<file path="config.mk">
export PLATFORM = sky130hd
export DESIGN_NAME = ide_spi_frontend
export DESIGN_NICKNAME = d
export VERILOG_FILES = /design/src/rtl/ide_pkg.sv /design/src/rtl/spi_pin_sync.sv /design/src/rtl/ide_spi_frontend.sv
export SDC_FILE = /design/constraint.sdc
export NUM_CORES = 1
export LEC_CHECK = 0
export CORE_UTILIZATION = 25
export DETAILED_ROUTE_END_ITERATION = 10
export SETUP_SLACK_MARGIN = 0.3
export SYNTH_ARGS = -nofsm -noshare
export SYNTH_HDL_FRONTEND = slang
export SYNTH_SLANG_ARGS = --single-unit
</file>
<file path="constraint.sdc">
create_clock -name clk -period 8.37 [get_ports clk]
set_clock_uncertainty 0.15 [all_clocks]
set_input_delay 0.837 -clock clk [delete_from_list [all_inputs] [get_ports clk]]
set_output_delay 0.837 -clock clk [all_outputs]
set_load 0.01 [all_outputs]
</file>
<file path="src/rtl/ide_pkg.sv">
// Shared types and constants for the IDE SPI front-end (FSM states, widths, header bits).
// Latency: none, definitions only.
// Backpressure: none, definitions only.
package ide_pkg;

  localparam int STAT_W = 64;

  // Header byte flag positions, decoded by the taskfile.
  localparam int HDR_SECTOR_WR = 7;
  localparam int HDR_CMD_WR    = 6;

  // Last bit index of a header byte and of a data word.
  localparam logic [3:0] HDR_LAST  = 4'd7;
  localparam logic [3:0] WORD_LAST = 4'd15;

  typedef enum logic [1:0] {
    ST_IDLE = 2'd0,
    ST_STAT = 2'd1,
    ST_HDR  = 2'd2,
    ST_DATA = 2'd3
  } spi_state_t;

endpackage

</file>
<file path="src/rtl/spi_pin_sync.sv">
// Synchronises one SPI pin into clk and produces single-clk rise/fall pulses.
// Latency: pin edge -> pulse visible after SYNC_STAGES clk, acted on at the following edge.
// Backpressure: none; pulses are free-running and must be consumed when they occur.
module spi_pin_sync #(
  parameter int SYNC_STAGES = 2
) (
  input  logic clk,
  input  logic reset,
  input  logic pin,
  output logic level,
  output logic rise,
  output logic fall
);

  logic [SYNC_STAGES-1:0] sync_q;
  logic                   last_q;

  // Synchroniser chain plus one flop holding the previous synced level.
  // Clearing to 0 means a pin held low through reset never produces a fall.
  always_ff @(posedge clk or posedge reset) begin
    if (reset) begin
      sync_q <= '0;
      last_q <= 1'b0;
    end else begin
      sync_q <= {sync_q[SYNC_STAGES-2:0], pin};
      last_q <= sync_q[SYNC_STAGES-1];
    end
  end

  assign level = sync_q[SYNC_STAGES-1];
  assign rise  = level & ~last_q;
  assign fall  = ~level & last_q;

endmodule

</file>
<file path="src/rtl/ide_spi_frontend.sv">
// SPI mode-0 slave front-end: status snapshot on ss1, header/word exchange on ss2, clean clk strobes out.
// Latency: pin edge -> action 3 clk; rx/hdr strobes 1 clk after the synced sclk rise completing the unit.
// Backpressure: none; tx_word must be valid 1 clk after tx_req, strobes are not held.
module ide_spi_frontend #(
  parameter int SYNC_STAGES = 2,
  parameter int STAT_W      = 64
) (
  input  logic              clk,
  input  logic              reset,
  input  logic              spi_ss1_n,
  input  logic              spi_ss2_n,
  input  logic              spi_sclk,
  input  logic              spi_mosi,
  output logic              spi_miso,
  output logic              spi_miso_oe,
  input  logic [STAT_W-1:0] status_in,
  input  logic [15:0]       tx_word,
  output logic              tx_req,
  output logic [7:0]        hdr_byte,
  output logic              hdr_valid,
  output logic [15:0]       rx_word,
  output logic [8:0]        rx_idx,
  output logic              rx_valid,
  output logic              frame_end,
  output logic              frame_abort
);

  import ide_pkg::*;

  logic ss1_lvl, ss1_rise, ss1_fall;
  logic ss2_lvl, ss2_rise, ss2_fall;
  logic sclk_lvl, sclk_rise, sclk_fall;
  logic mosi_lvl, mosi_rise, mosi_fall;

  spi_pin_sync #(.SYNC_STAGES(SYNC_STAGES)) u_sync_ss1 (
    .clk(clk), .reset(reset), .pin(spi_ss1_n), .level(ss1_lvl), .rise(ss1_rise), .fall(ss1_fall));
  spi_pin_sync #(.SYNC_STAGES(SYNC_STAGES)) u_sync_ss2 (
    .clk(clk), .reset(reset), .pin(spi_ss2_n), .level(ss2_lvl), .rise(ss2_rise), .fall(ss2_fall));
  spi_pin_sync #(.SYNC_STAGES(SYNC_STAGES)) u_sync_sclk (
    .clk(clk), .reset(reset), .pin(spi_sclk), .level(sclk_lvl), .rise(sclk_rise), .fall(sclk_fall));
  spi_pin_sync #(.SYNC_STAGES(SYNC_STAGES)) u_sync_mosi (
    .clk(clk), .reset(reset), .pin(spi_mosi), .level(mosi_lvl), .rise(mosi_rise), .fall(mosi_fall));

  // Only edges matter for the selects and sclk; only the level matters for mosi.
  logic unused_pins;
  assign unused_pins = ^{ss1_lvl, ss2_lvl, sclk_lvl, mosi_rise, mosi_fall};

  spi_state_t        state_q, state_d;
  logic              enter_stat, enter_hdr, close_dat, take_bit;
  logic              hdr_done, word_done;
  logic [3:0]        bit_cnt_q;
  logic [14:0]       rx_sr_q;
  logic [8:0]        idx_cnt_q;
  logic [STAT_W-1:0] stat_sr_q;
  logic [15:0]       tx_sr_q;
  logic              tx_skip_q;

  // State register.
  always_ff @(posedge clk or posedge reset) begin
    if (reset) state_q <= ST_IDLE;
    else       state_q <= state_d;
  end

  // Next state and per-clk frame events; ss1 wins a simultaneous fall, and an owning-ss
  // rise beats an sclk rise in the same clk so that bit is dropped.
  always_comb begin
    state_d    = state_q;
    enter_stat = 1'b0;
    enter_hdr  = 1'b0;
    close_dat  = 1'b0;
    take_bit   = 1'b0;
    case (state_q)
      ST_IDLE: begin
        if (ss1_fall) begin
          state_d    = ST_STAT;
          enter_stat = 1'b1;
        end else if (ss2_fall) begin
          state_d   = ST_HDR;
          enter_hdr = 1'b1;
        end
      end
      ST_STAT: begin
        if (ss1_rise) state_d = ST_IDLE;
      end
      ST_HDR, ST_DATA: begin
        if (ss2_rise) begin
          state_d   = ST_IDLE;
          close_dat = 1'b1;
        end else if (sclk_rise) begin
          take_bit = 1'b1;
          if (state_q == ST_HDR && bit_cnt_q == HDR_LAST) state_d = ST_DATA;
        end
      end
      default: state_d = ST_IDLE;
    endcase
  end

  assign hdr_done  = take_bit && (state_q == ST_HDR)  && (bit_cnt_q == HDR_LAST);
  assign word_done = take_bit && (state_q == ST_DATA) && (bit_cnt_q == WORD_LAST);

  // Status shifter: snapshot on ss1 entry, shift on sclk fall, zeros fill in behind.
  always_ff @(posedge clk or posedge reset) begin
    if (reset) begin
      stat_sr_q <= '0;
    end else if (enter_stat) begin
      stat_sr_q <= status_in;
    end else if (state_q == ST_STAT && sclk_fall) begin
      stat_sr_q <= {stat_sr_q[STAT_W-2:0], 1'b0};
    end
  end

  // Tx shifter: loaded on ss2 entry (its top byte goes out under the header), then
  // reloaded 1 clk after every tx_req. tx_req also fires at the end of the header so
  // the first data word is requested in time. A reload happens after the completing
  // rise, so the following fall must not shift or the new msb would be lost.
  always_ff @(posedge clk or posedge reset) begin
    if (reset) begin
      tx_sr_q   <= '0;
      tx_skip_q <= 1'b0;
    end else if (enter_hdr) begin
      tx_sr_q   <= tx_word;
      tx_skip_q <= 1'b0;
    end else if (tx_req) begin
      tx_sr_q   <= tx_word;
      tx_skip_q <= 1'b1;
    end else if ((state_q == ST_HDR || state_q == ST_DATA) && sclk_fall) begin
      if (tx_skip_q) tx_skip_q <= 1'b0;
      else           tx_sr_q   <= {tx_sr_q[14:0], 1'b0};
    end
  end

  // Receive path, bit counting and the taskfile strobes. Partial units are simply
  // never emitted; the counter value at close tells whether the frame was aborted.
  always_ff @(posedge clk or posedge reset) begin
    if (reset) begin
      bit_cnt_q   <= '0;
      rx_sr_q     <= '0;
      idx_cnt_q   <= '0;
      hdr_byte    <= '0;
      hdr_valid   <= 1'b0;
      rx_word     <= '0;
      rx_idx      <= '0;
      rx_valid    <= 1'b0;
      tx_req      <= 1'b0;
      frame_end   <= 1'b0;
      frame_abort <= 1'b0;
    end else begin
      hdr_valid   <= 1'b0;
      rx_valid    <= 1'b0;
      tx_req      <= 1'b0;
      frame_end   <= 1'b0;
      frame_abort <= 1'b0;
      if (enter_hdr) begin
        bit_cnt_q <= '0;
      end else if (take_bit) begin
        rx_sr_q   <= {rx_sr_q[13:0], mosi_lvl};
        bit_cnt_q <= (hdr_done || word_done) ? 4'd0 : bit_cnt_q + 4'd1;
      end
      if (hdr_done) begin
        hdr_byte  <= {rx_sr_q[6:0], mosi_lvl};
        hdr_valid <= 1'b1;
        idx_cnt_q <= '0;
        rx_idx    <= '0;
        tx_req    <= 1'b1;
      end
      if (word_done) begin
        rx_word   <= {rx_sr_q, mosi_lvl};
        rx_idx    <= idx_cnt_q;
        rx_valid  <= 1'b1;
        idx_cnt_q <= idx_cnt_q + 9'd1;
        tx_req    <= 1'b1;
      end
      if (close_dat) begin
        frame_end   <= 1'b1;
        frame_abort <= (bit_cnt_q != 4'd0);
      end
    end
  end

  // MISO mux; driven low whenever the pin is not enabled.
  always_comb begin
    spi_miso = 1'b0;
    case (state_q)
      ST_STAT:         spi_miso = stat_sr_q[STAT_W-1];
      ST_HDR, ST_DATA: spi_miso = tx_sr_q[15];
      default:         spi_miso = 1'b0;
    endcase
  end

  assign spi_miso_oe = (state_q != ST_IDLE);

endmodule
</file>
# ---- After elaboration in Yosys (flattened, before gate mapping)
# Cells that the tools add are included.
dict set report word_totals {
  ff_bits 160
  ramBits 0
  mem_bits_ro 0
  output_inout_bits 40
  in_bits 86
  memories 0
  latch_bits 0
}
dict set report op_classes {
  reduce_logical 20
  div 0
  magnitude_cmp 0
  n_bitwise 13
  add_sub_neg 2
  n_eq_ne 10
  multipliers 0
  mux 38
  shifts 0
}
# op count
set ops {}
lappend ops {{64-bit two-way mux} 2}
lappend ops {{16-bit two-way mux} 4}
lappend ops {{9-bit two-way mux} 3}
lappend ops {{1-bit two-way mux} 18}
lappend ops {{2-bit two-way mux} 6}
lappend ops {{4-bit two-way mux} 3}
lappend ops {{3-bit != test, second input constant} 4}
lappend ops {{9-bit by 1-bit adder with 9-bit output, second input constant} 1}
lappend ops {{2-bit nonzero test} 4}
lappend ops {{1-bit logical AND} 7}
lappend ops {{1-bit NOT} 7}
lappend ops {{1-bit bitwise AND} 6}
lappend ops {{2-bit case mux with 3 select lines} 1}
lappend ops {{4-bit by 1-bit adder with 4-bit output, second input constant} 1}
lappend ops {{2-bit equality test, second input constant} 2}
lappend ops {{4-bit by 3-bit equality test with 1-bit output, second input constant} 1}
lappend ops {{4-bit equality test, second input constant} 1}
lappend ops {{2-bit AND reduction} 2}
lappend ops {{4-bit AND reduction} 1}
lappend ops {{4-bit nonzero test} 1}
lappend ops {{3-bit nonzero test} 1}
lappend ops {{2-bit by 1-bit equality test with 1-bit output, second input constant} 1}
lappend ops {{2-bit zero test} 1}
lappend ops {{1-bit logical OR} 2}
lappend ops {{other kinds (3)} 3}

# ---- Logic depth before layout (Yosys ltp)
# Gate-level depths: netlist of the first run.
dict set report logic_depth {
  word_depth 11
  mapped_depth 8
}

# ---- Modules after synthesis
# Synthesis of the first run repeated with hierarchy kept, for this count alone.
dict set report unflattened {
  hier_cells 655
  area_unflattened_um2 7146.9
}
# module instances area_each_um2 seq_area_each_um2 cells_per_inst
set by_module_without_submodules {}
lappend by_module_without_submodules {ide_spi_frontend 1 6771.5 3728.6 631}
lappend by_module_without_submodules {spi_pin_sync 4 93.8 75.1 6}

# ---- Worst setup path after synthesis of the first run
# Ideal clock, no wire load.
dict set report synth_timing {
  kind {register to register}
  startpoint {reg state_q[0]}
  endpoint {reg hdr_byte[0]}
  arrival_time_ns 1.727
  path_buffers 3
  setup_time_ns 0.125
  slack_ns 6.368
  stages_incl_launch_ff 7
  cell_sequence {dfrtp_1 > buf_6 > or3b_1 > or3_1 > buf_2 > buf_6 > mux2_4}
}
dict set report synth_between {
  elab_chain_len 5
  elab_cells_between_ends 6
  classes_between {eq/ne: 2; mux: 1; reduce/logical: 3}
}
# element line
set synth_lines {}
lappend synth_lines {{start, declared} ide_spi_frontend.sv:48} ;# spi_state_t state_q, state_d;
lappend synth_lines {{start signal, assigned} ide_spi_frontend.sv:61} ;# else state_q <= state_d;
lappend synth_lines {{2-bit equality test, on equally long branches} {ide_spi_frontend.sv:72, ide_spi_frontend.sv:98}}
lappend synth_lines {{2-bit OR reduction} ide_spi_frontend.sv:72} ;# case (state_q)
lappend synth_lines {{1-bit two-way mux} ide_spi_frontend.sv:72}
lappend synth_lines {{1-bit logical AND (*) (2 in a row)} ide_spi_frontend.sv:98} ;# assign hdr_done = take_bit && (state_q == ST_HDR) && (bit_cnt_q == HDR_LAST);
lappend synth_lines {{end signal, assigned} ide_spi_frontend.sv:160} ;# hdr_byte <= {rx_sr_q[6:0], mosi_lvl};
lappend synth_lines {{end, declared} ide_spi_frontend.sv:19} ;# output logic [7:0] hdr_byte,
# Every way passes the cells marked *; elsewhere a longest branch is shown, timed or not.
# A chain may end at the register's enable or synchronous reset.

# ---- Worst setup path in the final report of the first run
dict set report layout_timing {
  startpoint {reg bit_cnt_q[0]}
  endpoint {reg idx_cnt_q[5]}
}
dict set report layout_between {
  elab_chain_len 3
  elab_cells_between_ends 6
  classes_between {eq/ne: 2; mux: 1; reduce/logical: 3}
}
# element line
set layout_lines {}
lappend layout_lines {{start, declared} ide_spi_frontend.sv:51} ;# logic [3:0] bit_cnt_q;
lappend layout_lines {{start signal, assigned} ide_spi_frontend.sv:157} ;# bit_cnt_q <= (hdr_done || word_done) ? 4'd0 : bit_cnt_q + 4'd1;
lappend layout_lines {{4-bit equality test / 4-bit by 3-bit equality test with 1-bit output (equally long branches)} {ide_spi_frontend.sv:99, ide_spi_frontend.sv:98}}
lappend layout_lines {{1-bit logical AND, on equally long branches} {ide_spi_frontend.sv:99, ide_spi_frontend.sv:98}}
lappend layout_lines {{9-bit two-way mux / 2-bit nonzero test (equally long branches)} --}
lappend layout_lines {{end signal, assigned} ide_spi_frontend.sv:170} ;# idx_cnt_q <= idx_cnt_q + 9'd1;
lappend layout_lines {{end, declared} ide_spi_frontend.sv:53} ;# logic [8:0] idx_cnt_q;
# Several ways; a longest one is shown, not always the timed one.

==> impl_results.md, run 1 <==
* Outcome: complete, no violations
* Nets at 782
* PD cells at 262 nW/µm²
* Starting Density at 25.5%
* Area Overhead vs Synth at 32.2%
* WP data arrival at 3330 ps
* CP cell instances: ha_1 > nand4_1 > or4_1 > clkinv_2 > a21oi_2 > a221o_1
* Pin count of the biggest net entering global routing at 94
* Synth top area share at 60.2%
* Clock transition at path regs at 70 ps
* Slew margin rel. at 33.0%
* Via density at 4.43
* Mean post-synth cell area at 11.4 µm²
* Share of cells above drive strength 1 at 11.8%
* Antenna violations before repair at 1
* Gr usage total at 11.3%
* Row cnt at 59
* Mapped Area at 6650 µm²
* Number of synthesized flops with an enable pin at 0
* Final instance area at 8790 µm²
* VDD IR max at 110 µV
* Die Area at 27300 µm²
* Hold slack final at 198 ps
* Worst r2r path cells at 6
* Io pins at 126
* LEAKAGE at 0.00392 µW
* Clk_lat worst skew at 420 ps
* Mapped Nets at 670
* Hold depth at 0
* Most used flip-flop cell after synthesis: dfrtp_1
* Total gr overflow at 0
* Crit Path Max Fanout at 24
* # fillers at 2615
* Ant. Diodes at 0
* Ys async rst share at 100%
* Final Max Slew Viols at 0
* Crit Path Category: register to register
* Crit. End Element: register
* Layout Cells excl Fill at 1041
* Worst-margin pin slew at 1010 ps
* Final Hold Viols at 0
* Setup tns final at 0 ps
* Die width at 165 µm
* Clock buffer depth at 2
* WL final at 14500 µm
* Post-Place Cells at 1009
* # setup viols final at 0
* Post-route ant nets at 0
* CTS buffer count at 17
* IO buf count at 125
* First-pass DRT Iterations at 4
* WL/cell at 14.0 µm
* Seq/Total Area, Yosys at 60.2%
* Routed via count at 4612
* CTS Hold Bufs at 0
* # resized after CTS at 0
* R2R setup slack at 5250 ps
* Max-cap violation count at 0
* Synth Warn # at 0
* CP required at 8580 ps
* Post-DP HPWL at 9560 µm
* H-Tree Depth at 4
* Max frequency at 0.320 GHz
* Post-CTS setup buffers at 0
* RePlAce Congestion at 0.745
* Period utilisation layout at 37.3%
* Unique masters post-synth at 44
* Global-route wire length before repair at 24000 µm
* Tmin final at 3120 ps
* Hold Startpoint: u_sync_mosi.sync_q[0]$_DFF_PP0_
* Startpoint Class: register
* Residual DRC at 0
* Critical path's slowest cell: or4_1
* CP peak stage delay at 780 ps
* Vias in the first global route at 4574
* Synth Instances at 581
* RSZ-0062 raised after global routing: false
* FF-to-FF Start: bit_cnt_q[0]$_DFFE_PP0P_
* Drt first-iter violations at 338
* Area leader, netlist: dfrtp_1
* Hold crit path type: register to register
* CTS tree: done
* Worst Hold End: u_sync_mosi.sync_q[1]$_DFF_PP0_
* Clock Sinks at 160
* Largest cells by area after synthesis: dfrtp_1, nand2_1, mux2_2
* Reg2reg end: idx_cnt_q[5]$_DFFE_PP0P_
* Total Power at 2300 µW
* Synthesis-stage register bit count at 160
* Core area at 26100 µm²
* Commonest non-fill, non-tap cell in the layout: dfrtp_1
* Root Buffer: clkbuf_16
* Placed instance area at 8210 µm²
* Die height at 165 µm
* Commonest non-fill, non-tap cells in the layout: dfrtp_1, clkdlybuf4s50_1, nand2_1, a22oi_1, mux2i_1
* CP bufs+invs at 1
* Largest delay contributor family on the critical path: simple AND/OR/NAND/NOR gates
## worst register-to-register path: stages (launching register included)
cell and delay (ps):
dfrtp_1 420, ha_1 250, nand4_1 110, or4_1 780
clkinv_2 490, a21oi_2 620, a221o_1 250
## worst max path at each step
stage / from / to / slack [ps] / depth (start not counted)
floorplan: reset / bit_cnt_q[0]$_DFFE_PP0P_ / 3060 / 1
global placement: bit_cnt_q[0]$_DFFE_PP0P_ / idx_cnt_q[5]$_DFFE_PP0P_ / 5270 / 6
detailed placement: bit_cnt_q[0]$_DFFE_PP0P_ / idx_cnt_q[5]$_DFFE_PP0P_ / 5200 / 6
CTS: bit_cnt_q[0]$_DFFE_PP0P_ / idx_cnt_q[5]$_DFFE_PP0P_ / 5180 / 6
global route: bit_cnt_q[0]$_DFFE_PP0P_ / idx_cnt_q[5]$_DFFE_PP0P_ / 4900 / 6
finish: bit_cnt_q[0]$_DFFE_PP0P_ / idx_cnt_q[5]$_DFFE_PP0P_ / 5250 / 6
## flip-flops by register name, indices dropped and copies added, names as in the netlist, 4 cells and up
name / flops
stat_sr_q: 64
idx_cnt_q: 9
rx_sr_q: 15
bit_cnt_q: 4
hdr_byte: 8
tx_sr_q: 16
rx_word: 16
rx_idx: 9
## metal layers
| layer | global-route usage [%] | vias up | wire length [µm] | part of all wire (%) |
|---|---|---|---|---|
| met1 | 15.3 | 2241 | 7030 | 48 |
| li1 | - | 2259 | - | - |
| met2 | 17.0 | 101 | 6590 | 45 |
| met4 | 3.13 | 2 | 116 | 0.80 |
| met5 | 0 | - | 13 | 0.089 |
| met3 | 3.92 | 9 | 781 | 5.4 |
## Yosys cell counts, types with 2 or more instances
master and n:
dfrtp_1 160, nand2_1 115, a22oi_1 41, mux2i_1 40, mux2_2 36, o21ai_0 27, nor2_1 23, a21oi_1 20
clkbuf_1 20, buf_2 12, a22o_1 11, inv_1 11, nand3_1 8, nand2b_1 6, and3_1 5, nor3_1 4
buf_6 3, ha_1 3, mux2_4 3, nand3b_1 3, or3_1 3, a21o_1 2, a31oi_1 2, nand4_1 2
o41ai_1 2
## layout make-up
type	count	area [µm²]	share of cell area (%)
Clock buffer	18	439	5.00
Clock inverter	14	146	1.67
Inverter	12	51.3	0.583
Multi-Input combinational cell	373	2450	27.9
Sequential cell	160	4000	45.5
Tap cell	335	419	4.77
Timing Repair Buffer	129	1280	14.6
## stage by stage
step	setup slack (ps)	util, %
2_1_floorplan	3060	-
3_3_place_gp	5270	31.5
3_5_place_dp	5200	31.5
4_1_cts	5180	33.7
5_1_grt	4900	33.7
6_report	5250	33.7
## cell families after synthesis
group	count (synthesis)	share of synthesized area, %
mux	79	12.8
buf+inv	48	3.35
compound gates	113	11.3
fa+ha+maj	3	0.564
flops	160	60.2
simple gates	178	11.8
## power breakdown
part / leakage [µW] / switching [µW] / internal (µW)
sequential: 0.00205 / 136 / 986
combinational: 0.00159 / 205 / 203
clock: 0.000282 / 341 / 428
total: 0.00392 / 682 / 1620
(Power assumes the default switching activity.)
==> run 2: changes to the inputs <==
Clock period 8.37 ns to 3.2 ns, I/O delays scaled along.
==> impl_results.md, run 2 (synthesized netlist as in run 1, its figures left out) <==
* Core area at 26100 µm² (unchanged)
* Die width at 165 µm (unchanged)
* Sw Share at 29.7% (about the same)
* Crit. End Element: register (unchanged)
* Biggest register: stat_sr_q (unchanged)
* # fillers at 2612 (was 2615)
* VDD IR max at 345 µV (was 110 µV)
* Die height at 165 µm (unchanged)
* Post-CTS setup buffers at 0 (unchanged)
* CP peak stage delay at 600 ps (was 780 ps)
* RSZ-0062 raised after global routing: false (unchanged)
* Post-route ant nets at 0 (unchanged)
* Via density at 4.38 (was 4.43)
* CP cell instances: inv_1 > or4_1 > clkinv_2 > a21oi_2 > a221o_1 (was ha_1 > nand4_1 > or4_1 > clkinv_2 > a21oi_2 > a221o_1)
* # resized after CTS at 0 (unchanged)
* Commonest non-fill, non-tap cells in the layout: dfrtp_1, clkdlybuf4s50_1, nand2_1, a22oi_1, mux2i_1 (unchanged)
* Share of total power in the clock network at 32.0% (was 33.5%)
* Critical path's slowest cell: dfrtp_1 (was or4_1)
* Post-DP HPWL at 9600 µm (was 9560 µm)
* Total gr overflow at 0 (unchanged)
* LEAKAGE at 0.00393 µW (was 0.00392 µW)
* Clock buffer depth at 2 (unchanged)
* Crit Path Category: register to register (unchanged)
* Worst-margin pin slew at 667 ps (was 1010 ps)
* Startpoint Class: register (unchanged)
* RePlAce Congestion at 0.763 (was 0.745)
* Largest register FFs at 64 (unchanged)
* CTS buffer count at 17 (unchanged)
* Row cnt at 59 (unchanged)
* PD cells at 670 nW/µm² (was 262 nW/µm²)
* Gr usage total at 11.2% (was 11.3%)
* Commonest non-fill, non-tap cell in the layout: dfrtp_1 (unchanged)
* Internal power at 4160 µW (was 1620 µW)
* CTS tree: done (unchanged)
* H-Tree Depth at 4 (unchanged)
* Combinational share of power at 18.3% (was 17.7%)
* Clock transition at path regs at 60 ps (was 70 ps)
* Pin count of the biggest net entering global routing at 97 (was 94)
* Share of cells above drive strength 1 at 12.2% (was 11.8%)
* Starting Density at 25.5% (unchanged)
* Routed via count at 4585 (was 4612)
* First-pass DRT Iterations at 4 (unchanged)
* Area Overhead vs Synth at 32.8% (was 32.2%)
* Die Area at 27300 µm² (unchanged)
* # setup viols final at 0 (unchanged)
* IO buf count at 125 (unchanged)
* Antenna violations before repair at 2 (was 1)
* Residual DRC at 0 (unchanged)
* Total Power at 5920 µW (was 2300 µW)
* Top Registers: stat_sr_q: 64 flops, rx_word: 16 flops, tx_sr_q: 16 flops (unchanged)
* Ant. Diodes at 0 (unchanged)
* Setup tns final at 0 ps (unchanged)
* Hold crit path type: primary input to register (was register to register)
* Nets at 788 (was 782)
* Switching power at 1760 µW (was 682 µW)
* Crit Path Max Fanout at 18 (was 24)
* Root Buffer: clkbuf_16 (unchanged)
* Tmin final at 2430 ps (was 3120 ps)
* Io pins at 126 (unchanged)
* Clk_lat worst skew at 420 ps (about the same)
* Outcome: complete, no violations (unchanged)
* WP data arrival at 2560 ps (was 3330 ps)
* Vias in the first global route at 4589 (was 4574)
* Clock Sinks at 160 (unchanged)
* Drt first-iter violations at 297 (was 338)
* Period utilisation layout at 75.8% (was 37.3%)
* WL/cell at 13.8 µm (was 14.0 µm)
* Slew margin rel. at 55.5% (was 33.0%)
* Final Hold Viols at 0 (unchanged)
* Global-route wire length before repair at 23700 µm (was 24000 µm)
* WL final at 14400 µm (was 14500 µm)
* Max-cap violation count at 0 (unchanged)
* Max frequency at 0.412 GHz (was 0.320 GHz)
* CTS Hold Bufs at 0 (unchanged)
* Sequential Power Share at 49.7% (was 48.8%)
* Final Max Slew Viols at 0 (unchanged)
* CP required at 3340 ps (was 8580 ps)
## run 2: per-stage QoR
step	setup slack (ps)	util (%)	hold slack [ps]	area (µm²)	std cells
after detailed placement	798	31.8	185	8290	1015
after global placement	853	31.8	185	8290	1015
after CTS	774	33.9	166	8830	1047
final	775	33.9	187	8830	1047
after floorplan	701	-	181	6660	581
after global routing	639	33.9	163	8830	1047
## run 2: final timing paths
path | from | endpoint | slack (ps) | cells after the start
max in group asynchronous | reset | rx_word[11]$_DFFE_PP0P_ | 2190 | 3
min in group asynchronous | reset | stat_sr_q[57]$_DFFE_PP0P_ | 210 | 3
min | spi_ss2_n | u_sync_ss2.sync_q[0]$_DFF_PP0_ | 190 | 1
max | state_q[1]$_DFFE_PP0P_ | idx_cnt_q[5]$_DFFE_PP0P_ | 770 | 5
min reg2reg | u_sync_sclk.sync_q[0]$_DFF_PP0_ | u_sync_sclk.sync_q[1]$_DFF_PP0_ | 200 | 0
max reg2reg | state_q[1]$_DFFE_PP0P_ | idx_cnt_q[5]$_DFFE_PP0P_ | 770 | 5
## run 2: critical path: cells and delay by family, from the launching register on
family,cells,cell delay [ps]
AO/OA/AOI/OAI,2,570
buffers and inverters,2,400
flip-flops,1,600
AND/OR/NAND/NOR,1,590
## run 2: layout make-up
class | instances | area, µm² | share of cell area, %
well taps | 335 | 419 | 4.74
clock inverters | 12 | 100 | 1.13
multi-input cells | 373 | 2450 | 27.7
repair buffers | 135 | 1360 | 15.4
clock buffers | 20 | 447 | 5.06
inverters | 12 | 50.0 | 0.566
flip-flops and latches | 160 | 4000 | 45.3
## run 2: routing by layer
metal  share of wire [%]  vias to the layer above  global-route usage [%]  routed length [µm]
met1                  49                     2208                    15.2                7040
met2                  45                       95                    17.0                6480
li1                    -                     2270                       -                   -
met3                 5.2                       10                    3.67                 756
met5               0.069                        -                       0                  10
met4                0.88                        2                    3.13                 127
## run 2: power by group through the flow
stage          sequential (µW)  clock [µW]  combinational [µW]
2_1_floorplan             2850           0                 822
3_3_place_gp              2960           0                1080
3_5_place_dp              2980           0                1110
4_1_cts                   2940        1970                1110
5_1_grt                   3010        2060                1260
6_report                  2940        1890                1080
==> run 3: changes to the inputs <==
Clock period 3.2 ns to 2.2 ns, I/O delays scaled along.
==> impl_results.md, run 3 (synthesized netlist as in run 1, its figures left out) <==
* Row cnt at 59 (unchanged)
* Slew margin rel. at 61.5% (was 55.5%)
* Outcome: complete, no violations (unchanged)
* Hold depth at 1 (unchanged)
* # fillers at 2601 (was 2612)
* Placed instance area at 8440 µm² (was 8290 µm²)
* Starting Density at 25.5% (unchanged)
* Sw Share at 29.9% (was 29.7%)
* Final core utilization at 35.9% (was 33.9%)
* Area Overhead vs Synth at 40.7% (was 32.8%)
* Pre-CTS WS at 12.7 ps (was 798 ps)
* Routed via count at 4885 (was 4585)
* Die height at 165 µm (unchanged)
* FF-to-FF Start: bit_cnt_q[1]$_DFFE_PP0P_ (was state_q[1]$_DFFE_PP0P_)
* Core area at 26100 µm² (unchanged)
* Vias in the first global route at 4654 (was 4589)
* CP required at 2360 ps (was 3340 ps)
* Commonest non-fill, non-tap cell in the layout: dfrtp_1 (unchanged)
* Crit Path Category: register to register (unchanged)
* Switching power at 2680 µW (was 1760 µW)
* Post-DP HPWL at 9930 µm (was 9600 µm)
* Max-cap violation count at 0 (unchanged)
* Hold crit path type: primary input to register (unchanged)
* Clock Sinks at 160 (unchanged)
* Combinational share of power at 20.8% (was 18.3%)
* Hold Startpoint: spi_sclk (was spi_ss2_n)
* Nets at 825 (was 788)
* Residual DRC at 0 (unchanged)
* Register area at 4010 µm² (was 4000 µm²)
* # setup viols final at 0 (unchanged)
* RePlAce Congestion at 0.769 (was 0.763)
* Die Area at 27300 µm² (unchanged)
* Via density at 4.51 (was 4.38)
* Die width at 165 µm (unchanged)
* Sequential Power Share at 47.2% (was 49.7%)
* RSZ-0062 raised after global routing: true (was false)
* Clock transition at path regs at 70 ps (was 60 ps)
* Top Registers: stat_sr_q: 64 flops, rx_word: 16 flops, tx_sr_q: 16 flops (unchanged)
* Reg2reg end: idx_cnt_q[1]$_DFFE_PP0P_ (was idx_cnt_q[5]$_DFFE_PP0P_)
* Worst r2r path cells at 7 (was 5)
* Share of total power in the clock network at 32.0% (about the same)
* VDD IR max at 428 µV (was 345 µV)
* LEAKAGE at 0.00420 µW (was 0.00393 µW)
* CTS tree: done (unchanged)
* Global-route wire length before repair at 24800 µm (was 23700 µm)
* Share of cells above drive strength 1 at 17.9% (was 12.2%)
* Total Power at 8950 µW (was 5920 µW)
* Hold slack final at 81.5 ps (was 187 ps)
* R2R setup slack at 150 ps (was 770 ps)
* Worst-margin pin slew at 576 ps (was 667 ps)
* Drt first-iter violations at 284 (was 297)
* Io pins at 126 (unchanged)
* Period utilisation layout at 93.2% (was 75.8%)
* Worst Hold End: u_sync_sclk.sync_q[0]$_DFF_PP0_ (was u_sync_ss2.sync_q[0]$_DFF_PP0_)
* Antenna violations before repair at 2 (unchanged)
* Tmin final at 2050 ps (was 2430 ps)
* Final Hold Viols at 0 (unchanged)
* H-Tree Depth at 4 (unchanged)
* CTS buffer count at 17 (unchanged)
* PD cells at 956 nW/µm² (was 670 nW/µm²)
* Biggest register: stat_sr_q (unchanged)
* IO buf count at 125 (unchanged)
* Clk_lat worst skew at 420 ps (about the same)
* WP data arrival at 2210 ps (was 2560 ps)
* Crit Path Max Fanout at 10 (was 18)
* Final Max Slew Viols at 0 (unchanged)
* Internal power at 6270 µW (was 4160 µW)
* WL/cell at 14.9 µm (was 13.8 µm)
* First-pass DRT Iterations at 5 (was 4)
* Commonest non-fill, non-tap cells in the layout: dfrtp_1, clkdlybuf4s50_1, nand2_1, a22oi_1, mux2i_1 (unchanged)
* Startpoint Class: register (unchanged)
* Clock buffer depth at 2 (unchanged)
* Final instance area at 9360 µm² (was 8830 µm²)
* Post-route ant nets at 0 (unchanged)
* Crit. End Element: register (unchanged)
* Total gr overflow at 0 (unchanged)
* Gr usage total at 11.8% (was 11.2%)
* Largest register FFs at 64 (unchanged)
* Max frequency at 0.488 GHz (was 0.412 GHz)
* WL final at 16200 µm (was 14400 µm)
* Root Buffer: clkbuf_16 (unchanged)
* Multi-input gate area at 2550 µm² (was 2450 µm²)
* Final setup margin at 149 ps (was 775 ps)
* Pin count of the biggest net entering global routing at 66 (was 97)
run 3: cell count changes in the layout (fill, tap and decap cells not counted), sizes merged, moves of 2 or more:
cell           change
nor2               +3
buf               +29
clkdlybuf4s50      -2
clkbuf             +2
run 3: power groups by stage:
| stage | logic [µW] | clock network [µW] | registers, µW |
|---|---|---|---|
| after floorplan | 1200 | 0 | 4140 |
| after global placement | 1680 | 0 | 4270 |
| after detailed placement | 1730 | 0 | 4280 |
| after CTS | 1800 | 2950 | 4230 |
| after global routing | 2130 | 3070 | 4320 |
| final | 1860 | 2860 | 4220 |
run 3: worst max path at each step:
stage,startpoint,endpoint,cells past startpoint
floorplan,reset,bit_cnt_q[0]$_DFFE_PP0P_,1
global placement,bit_cnt_q[1]$_DFFE_PP0P_,idx_cnt_q[5]$_DFFE_PP0P_,6
detailed placement,bit_cnt_q[0]$_DFFE_PP0P_,idx_cnt_q[5]$_DFFE_PP0P_,6
CTS,bit_cnt_q[0]$_DFFE_PP0P_,idx_cnt_q[5]$_DFFE_PP0P_,6
global route,bit_cnt_q[1]$_DFFE_PP0P_,rx_idx[6]$_DFFE_PP0P_,7
finish,bit_cnt_q[1]$_DFFE_PP0P_,idx_cnt_q[1]$_DFFE_PP0P_,7
run 3: repair_timing:
action                                 CTS  global route
setup endpoints to repair               90            93
setup buffers                            8             9
hold buffers                             1             0
pin swaps                                7             7
gates cloned                             2             5
endpoints found under the hold margin   11             0
gates resized for setup                 11            13
run 3: layer usage:
metal | wire, µm | track usage (%)
met1 | 7760 | 16.1
met2 | 7400 | 17.7
met3 | 813 | 3.90
met4 | 169 | 3.63
met5 | 11 | 0
run 3: final cells by class:
| class | instances | share of cell area (%) |
|---|---|---|
| Clock buffer | 18 | 4.59 |
| Timing Repair Buffer | 169 | 19.0 |
| Sequential cell | 160 | 42.8 |
| Antenna cell | 1 | 0.0267 |
| Multi-Input combinational cell | 376 | 27.2 |
| Clock inverter | 13 | 1.35 |
| Tap cell | 335 | 4.48 |
| Inverter | 12 | 0.575 |
run 3: worst max-delay path: stages (launching register included):
cell	delay, ps
dfrtp_1	360
ha_2	190
nand4_1	100
or4_4	630
clkinv_4	120
a21oi_4	60
buf_12	160
a22o_1	170
run 3: per-stage QoR:
| step | std cells | TNS (ps) |
|---|---|---|
| 3_5_place_dp | 1027 | 0 |
| 5_1_grt | 1083 | 0 |
| 3_3_place_gp | 1027 | 0 |
| 2_1_floorplan | 581 | -31810 |
| 4_1_cts | 1069 | 0 |
| 6_report | 1084 | 0 |
